### src/rtl/led_panel_scan_ctrl_if.sv
// Writer and panel-side signal bundle for the LED panel scan sequencer.
// The writer (command decoder) is the master; the scan controller is the slave.
interface led_panel_scan_ctrl_if #(
  parameter int unsigned AW = 7
);
  logic          wr_en;
  logic [AW-1:0] wr_addr;
  logic [2:0]    wr_data;
  logic          swap_req;
  logic          swap_ack;
  logic          red_out;
  logic          green_out;
  logic          blue_out;
  logic          sclk_out;
  logic          latch_out;
  logic          blank_out;
  logic          a_out;
  logic          b_out;

  modport master (
    output wr_en, wr_addr, wr_data, swap_req,
    input  swap_ack, red_out, green_out, blue_out, sclk_out, latch_out, blank_out, a_out, b_out
  );

  modport slave (
    input  wr_en, wr_addr, wr_data, swap_req,
    output swap_ack, red_out, green_out, blue_out, sclk_out, latch_out, blank_out, a_out, b_out
  );
endinterface

### src/rtl/led_panel_scan_ctrl.sv
// Row scan sequencer for a 4-row-address RGB LED panel with a double-buffered
// 1-bit-per-colour framebuffer; buffer swaps are applied only at frame boundaries.
module led_panel_scan_ctrl #(
  parameter int unsigned COLS      = 32,
  parameter int unsigned ON_CYCLES = 128
) (
  input logic                 clk,
  input logic                 reset_n,
  led_panel_scan_ctrl_if.slave panel_io
);

  localparam int unsigned CW    = $clog2(COLS);
  localparam int unsigned AW    = 2 + CW;
  localparam int unsigned MW    = AW + 1;
  localparam int unsigned Depth = 2 * 4 * COLS;
  localparam int unsigned TW    = $clog2(ON_CYCLES);

  localparam logic [TW-1:0] TLast    = TW'(ON_CYCLES - 1);
  localparam logic [TW:0]   ShiftEnd = (TW + 1)'(2 * COLS);

  typedef enum logic [1:0] {
    StShift,
    StBlank,
    StLatch
  } state_e;

  state_e        state_q, state_d;
  logic [TW-1:0] t_q, t_d;
  logic [1:0]    row_q, row_d;
  logic [1:0]    ab_q, ab_d;
  logic          front_q, front_d;
  logic          disp_valid_q, disp_valid_d;
  logic          swap_ack_q, swap_ack_d;
  logic          sclk_q, sclk_d;
  logic          latch_q, latch_d;
  logic          blank_q, blank_d;
  logic [2:0]    rgb_q, rgb_d;

  logic [2:0]    mem_q [Depth];

  logic          wr_en;
  logic [AW-1:0] wr_addr;
  logic [2:0]    wr_data;
  logic          swap_req;

  assign wr_en    = panel_io.wr_en;
  assign wr_addr  = panel_io.wr_addr;
  assign wr_data  = panel_io.wr_data;
  assign swap_req = panel_io.swap_req;

  logic [MW-1:0] wr_idx;
  logic [MW-1:0] rd_idx;
  logic [CW-1:0] rd_col;
  logic [2:0]    rd_data;

  assign wr_idx = {~front_q, wr_addr};

  // Column COLS-1 goes out first; COLS is a power of two so COLS-1-x is ~x.
  assign rd_col = ~t_d[CW:1];
  assign rd_idx = {front_d, row_d, rd_col};

  // Only on the swap cycle can the read target the buffer being written; forward it.
  assign rd_data = (wr_en && (wr_idx == rd_idx)) ? wr_data : mem_q[rd_idx];

  always_ff @(posedge clk) begin
    if (wr_en) begin
      mem_q[wr_idx] <= wr_data;
    end
  end

  // Sequencing: row timing, row address, frame-boundary swap.
  always_comb begin
    state_d      = state_q;
    t_d          = t_q;
    row_d        = row_q;
    ab_d         = ab_q;
    front_d      = front_q;
    disp_valid_d = disp_valid_q;
    swap_ack_d   = 1'b0;
    unique case (state_q)
      StShift: begin
        if (t_q == TLast) begin
          state_d = StBlank;
        end else begin
          t_d = t_q + 1'b1;
        end
      end
      StBlank: begin
        state_d = StLatch;
      end
      StLatch: begin
        state_d      = StShift;
        t_d          = '0;
        ab_d         = row_q;
        disp_valid_d = 1'b1;
        row_d        = row_q + 2'd1;
        if ((row_q == 2'd3) && swap_req) begin
          front_d    = ~front_q;
          swap_ack_d = 1'b1;
        end
      end
      default: begin
        state_d = StShift;
        t_d     = '0;
      end
    endcase
  end

  // Panel outputs for the upcoming cycle, registered so they are glitch-free.
  always_comb begin
    sclk_d  = 1'b0;
    latch_d = 1'b0;
    blank_d = 1'b1;
    rgb_d   = 3'b000;
    unique case (state_d)
      StShift: begin
        blank_d = ~disp_valid_d;
        if ({1'b0, t_d} < ShiftEnd) begin
          sclk_d = t_d[0];
          rgb_d  = t_d[0] ? rgb_q : rd_data;
        end
      end
      StBlank: begin
        blank_d = 1'b1;
      end
      StLatch: begin
        latch_d = 1'b1;
      end
      default: begin
        blank_d = 1'b1;
      end
    endcase
  end

  always_ff @(posedge clk or negedge reset_n) begin
    if (!reset_n) begin
      state_q      <= StShift;
      t_q          <= '0;
      row_q        <= 2'd0;
      ab_q         <= 2'd0;
      front_q      <= 1'b0;
      disp_valid_q <= 1'b0;
      swap_ack_q   <= 1'b0;
      sclk_q       <= 1'b0;
      latch_q      <= 1'b0;
      blank_q      <= 1'b1;
      rgb_q        <= 3'b000;
    end else begin
      state_q      <= state_d;
      t_q          <= t_d;
      row_q        <= row_d;
      ab_q         <= ab_d;
      front_q      <= front_d;
      disp_valid_q <= disp_valid_d;
      swap_ack_q   <= swap_ack_d;
      sclk_q       <= sclk_d;
      latch_q      <= latch_d;
      blank_q      <= blank_d;
      rgb_q        <= rgb_d;
    end
  end

  assign panel_io.swap_ack  = swap_ack_q;
  assign panel_io.red_out   = rgb_q[2];
  assign panel_io.green_out = rgb_q[1];
  assign panel_io.blue_out  = rgb_q[0];
  assign panel_io.sclk_out  = sclk_q;
  assign panel_io.latch_out = latch_q;
  assign panel_io.blank_out = blank_q;
  assign panel_io.a_out     = ab_q[0];
  assign panel_io.b_out     = ab_q[1];

endmodule
### src/flat_wrapper.sv
// flat-port wrapper written by rule: the top's interface ports become plain ports
module led_panel_scan_ctrl_flat 
#(
  parameter int unsigned COLS      = 32,
  parameter int unsigned ON_CYCLES = 128
)
  (clk, reset_n, panel_io_wr_en, panel_io_wr_addr, panel_io_wr_data, panel_io_swap_req, panel_io_swap_ack, panel_io_red_out, panel_io_green_out, panel_io_blue_out, panel_io_sclk_out, panel_io_latch_out, panel_io_blank_out, panel_io_a_out, panel_io_b_out);
  led_panel_scan_ctrl_if panel_io_i ();
  input logic clk;
  input logic reset_n;
  input wire logic [$bits(panel_io_i.wr_en)-1:0] panel_io_wr_en;
  input wire logic [$bits(panel_io_i.wr_addr)-1:0] panel_io_wr_addr;
  input wire logic [$bits(panel_io_i.wr_data)-1:0] panel_io_wr_data;
  input wire logic [$bits(panel_io_i.swap_req)-1:0] panel_io_swap_req;
  output wire logic [$bits(panel_io_i.swap_ack)-1:0] panel_io_swap_ack;
  output wire logic [$bits(panel_io_i.red_out)-1:0] panel_io_red_out;
  output wire logic [$bits(panel_io_i.green_out)-1:0] panel_io_green_out;
  output wire logic [$bits(panel_io_i.blue_out)-1:0] panel_io_blue_out;
  output wire logic [$bits(panel_io_i.sclk_out)-1:0] panel_io_sclk_out;
  output wire logic [$bits(panel_io_i.latch_out)-1:0] panel_io_latch_out;
  output wire logic [$bits(panel_io_i.blank_out)-1:0] panel_io_blank_out;
  output wire logic [$bits(panel_io_i.a_out)-1:0] panel_io_a_out;
  output wire logic [$bits(panel_io_i.b_out)-1:0] panel_io_b_out;
  assign panel_io_i.wr_en = panel_io_wr_en;
  assign panel_io_i.wr_addr = panel_io_wr_addr;
  assign panel_io_i.wr_data = panel_io_wr_data;
  assign panel_io_i.swap_req = panel_io_swap_req;
  assign panel_io_swap_ack = panel_io_i.swap_ack;
  assign panel_io_red_out = panel_io_i.red_out;
  assign panel_io_green_out = panel_io_i.green_out;
  assign panel_io_blue_out = panel_io_i.blue_out;
  assign panel_io_sclk_out = panel_io_i.sclk_out;
  assign panel_io_latch_out = panel_io_i.latch_out;
  assign panel_io_blank_out = panel_io_i.blank_out;
  assign panel_io_a_out = panel_io_i.a_out;
  assign panel_io_b_out = panel_io_i.b_out;
  led_panel_scan_ctrl #(.COLS(COLS), .ON_CYCLES(ON_CYCLES)) u_core (.clk(clk), .reset_n(reset_n), .panel_io(panel_io_i));
endmodule
### config.mk
export PLATFORM = sky130hd
export DESIGN_NAME = led_panel_scan_ctrl_flat
export DESIGN_NICKNAME = d
export VERILOG_FILES = /design/src/rtl/led_panel_scan_ctrl_if.sv /design/src/rtl/led_panel_scan_ctrl.sv /design/src/flat_wrapper.sv
export SDC_FILE = /design/constraint.sdc
export NUM_CORES = 1
export LEC_CHECK = 0
export BUFFER_PORTS_ARGS = -buffer_cell sky130_fd_sc_hd__buf_2
export CAP_MARGIN = 40
export CORE_ASPECT_RATIO = 1.25
export CORE_MARGIN = 2
export CORE_UTILIZATION = 60
export CTS_CLUSTER_SIZE = 30
export DETAILED_ROUTE_END_ITERATION = 8
export HOLD_SLACK_MARGIN = 0.02
export PLACE_DENSITY = 0.76
export SLEW_MARGIN = 25
export SYNTH_ARGS = -nofsm -noshare
export SYNTH_HDL_FRONTEND = slang
export SYNTH_SLANG_ARGS = --single-unit
### constraint.sdc
create_clock -name clk -period 4.2 [get_ports clk]
set_clock_uncertainty 0.1 [all_clocks]
set_input_delay 0.63 -clock clk [delete_from_list [all_inputs] [get_ports clk]]
set_output_delay 0.63 -clock clk [all_outputs]
set_load 0.01 [all_outputs]
==> qor.yml <==
status: "complete, no violations"
pre_cts_slack_ns: 0.311
hold_viol: 0
met2_length_um: 41900
grt_pass1_wl_um: 128000
drtIter0Drc: 2799
antenna_found_initial: 0
wl_met1_um: 30200
syn_inst: 2579
vias_per_cell: 6.59
cp-end-kind: "flop"
stdcell_count: 3352
die-height_um: 265
routed-wl-met3_um: 9380
finalSetupViolCount: 0
routedWlPerCell_um: 25.8
ys_warn_count: 0
whs_endpoint: "u_core.panel_io.swap_ack"
slew_viol_final: 0
clock_latency_ns: 0.62
cts_tree: "done"
cts-root-buf: "clkbuf_16"
reg2regPathDepth: 11
cp.arrival_ns: 4.49
portBuffers: 22
async_flop_share_pct: 2.66
grt_max_degree: 105
syn_area_per_cell_um2: 12.7
period_minus_slack_ns: 4.08
crit_path_max_fanout: 68
worst_setup_path_start_kind: "flop"
hold_slack_ns: 0.330
place_hpwl_um: 52700
fin_nets: 2584
fin_crit_sh_pct: 97.0
wirelength_um: 86400
tns_ns: 0
fillCellCount: 3623
yosys_register_bits: 789
numClockSinks: 789
area_growth_pct: 10.4
fp.coreArea_um2: 53800
die_area_um2: 56400
synth_fp_nets: 2595
synth_top_area_cell: "edfxtp_1"
cts_buffers: 72
max_freq_mhz: 245
rows: 95
start_util_pct: 60.8
grt_usage_pct: 31.0
finalInstanceArea_um2: 36100
synth.most_common_cell: "edfxtp_1"
place_congestion: 0.931
rsz0062_at_grt: "no"
power.total_mw: 15.4
reg2reg_slack_ns: 0.12
rr_startpoint: "u_core.t_q[1]"
power-per-cell-area_nw_per_um2: 427
synth_area_leaders: "edfxtp_1 70%, nand2_1 6.2%, nand3_1 3.9%"
leakagePower_nw: 12.0
drv_cap: 0
die_w_um: 213
synth_top_area_share_pct: 70.5
drc: 0
grt-ovfl-total: 0
crit_type: "reg2reg"
topRoutingLayerUsed: "met4"
ant_nets: 0
hold_depth: 2
synthFlopType: "edfxtp_1"
yosysUniqueCellTypes: 68
hp-class: "in2reg"
utilization_pct: 67.1
ys_seq_area_share_pct: 72.1
htree_levels: 3
reg2reg_to: "u_core.rgb_q[1]"
ioPinCount: 23
synth-edff-count: 768
synth_area_um2: 32700
placed_area_um2: 33700
drive_gt1_share_pct: 9.15
crit_required_ns: 4.62
ir_worst_vdd_mv: 0.498
hold_start: "panel_io_swap_req"
relSlewSlack_pct: 38.1
dr_total_vias: 22100
dp.cells: 3215
setup_ws_ns: 0.124
synth_common_cells: "768 x edfxtp_1, 540 x nand2_1, 273 x nor2_1, 256 x nand3_1, 116 x a21oi_1"
worst_pin_slew_ns: 0.922
post_cts_buffers: 0
first_pass_iters: 8
cts_buffer_depth: 3
clk_pin_slew_ns: 0.06
grt_pass1_vias: 21900
==> logic make-up (layout without fill, tap and decap cells) <==
logic type	after synthesis	after routing	synth area share [%]
and+or+nand+nor	1177	1177	15.3
DFF	789	789	72.1
other	0	1	0
xor gates and xnor gates	12	12	0.321
adders and majority gates	2	2	0.0765
AOI/OAI and AO/OA	325	325	6.92
buffers and inverters	202	247	2.70
muxes	72	72	2.54
==> worst max-delay path, stage by stage, from the launching register on <==
cell and delay, ns:
dfrtp_1 0.43, ha_1 0.25, and3_1 0.26, a211o_1 0.29, a21o_4 0.23, buf_4 0.61, a21boi_0 0.21, a311o_1 0.37
o211ai_1 0.40, o211ai_1 0.30, and4_1 0.32, o221ai_1 0.17
==> flip-flops by register name (all words and copies together) (netlist names) <==
| register | count |
|---|---|
| u_core.panel_io.blank_out | 1 |
| u_core.t_q | 7 |
| u_core.panel_io.swap_ack | 1 |
| u_core.rgb_q | 3 |
| u_core.panel_io.latch_out | 1 |
| u_core.front_q | 1 |
| u_core.ab_q | 2 |
| u_core.row_q | 2 |
| u_core.panel_io.sclk_out | 1 |
| u_core.state_q | 1 |
| u_core.mem_q | 768 |
| u_core.disp_valid_q | 1 |
==> layer usage <==
metal / vias to the layer above / track usage, %
li1: 9500 / -
met1: 10800 / 39.4
met2: 1524 / 50.0
met3: 287 / 6.00
met4: 0 / 18.0
met5: - / 0
==> where the power goes <==
group,internal [mW],total (mW),switching [mW],leakage [nW]
clock network,3.75,6.51,2.76,1.12
logic,0.0333,0.250,0.216,3.66
registers,8.65,8.65,0.00393,7.17
==> what timing repair did <==
item | in CTS | in global routing
hold buffers | 1 | 0
endpoints found under the hold margin | 20 | 0
setup endpoints to repair | 0 | 1
resized for setup | 0 | 1
==> worst max path at each step <==
stage,from,end,slack (ns),cells after the start
floorplan,u_core.t_q[0],u_core.rgb_q[1],1.15,14
CTS,u_core.t_q[0],u_core.rgb_q[1],0.25,12
global placement,u_core.t_q[0],u_core.rgb_q[2],0.31,12
finish,u_core.t_q[1],u_core.rgb_q[1],0.12,11
detailed placement,u_core.t_q[0],u_core.rgb_q[1],0.31,12
global route,u_core.t_q[1],u_core.rgb_q[1],0.005,11
==> layout make-up <==
type / count / area, um^2 / share of cell area, %
well taps: 727 / 910 / 2.52
multi-input cells: 1588 / 8280 / 22.9
diodes: 1 / 2.50 / 0.00693
clock buffers: 96 / 1980 / 5.47
flip-flops and latches: 789 / 23600 / 65.3
clock inverters: 34 / 350 / 0.970
inverters: 12 / 55.1 / 0.152
repair buffers: 105 / 953 / 2.64
==> layout by cell type, fill, tap and decap left out, drive strengths merged, types with 10 or more instances in the layout <==
cell type | Yosys | routed
edfxtp | 768 | 768
nand2 | 540 | 540
nor2 | 276 | 276
nand3 | 257 | 257
a21oi | 116 | 116
buf | 82 | 103
clkbuf | 108 | 97
mux2i | 55 | 55
a31oi | 34 | 34
a311oi | 32 | 32
o2111ai | 31 | 31
and3 | 25 | 25
nand4 | 24 | 24
clkinv | 3 | 22
dfrtp | 20 | 20
nor2b | 16 | 16
a221oi | 15 | 15
inv | 9 | 14
nor3 | 13 | 13
o211ai | 11 | 11
o21ai | 10 | 10
a22oi | 10 | 10
No activity file was read; power rests on OpenSTA's default activity.
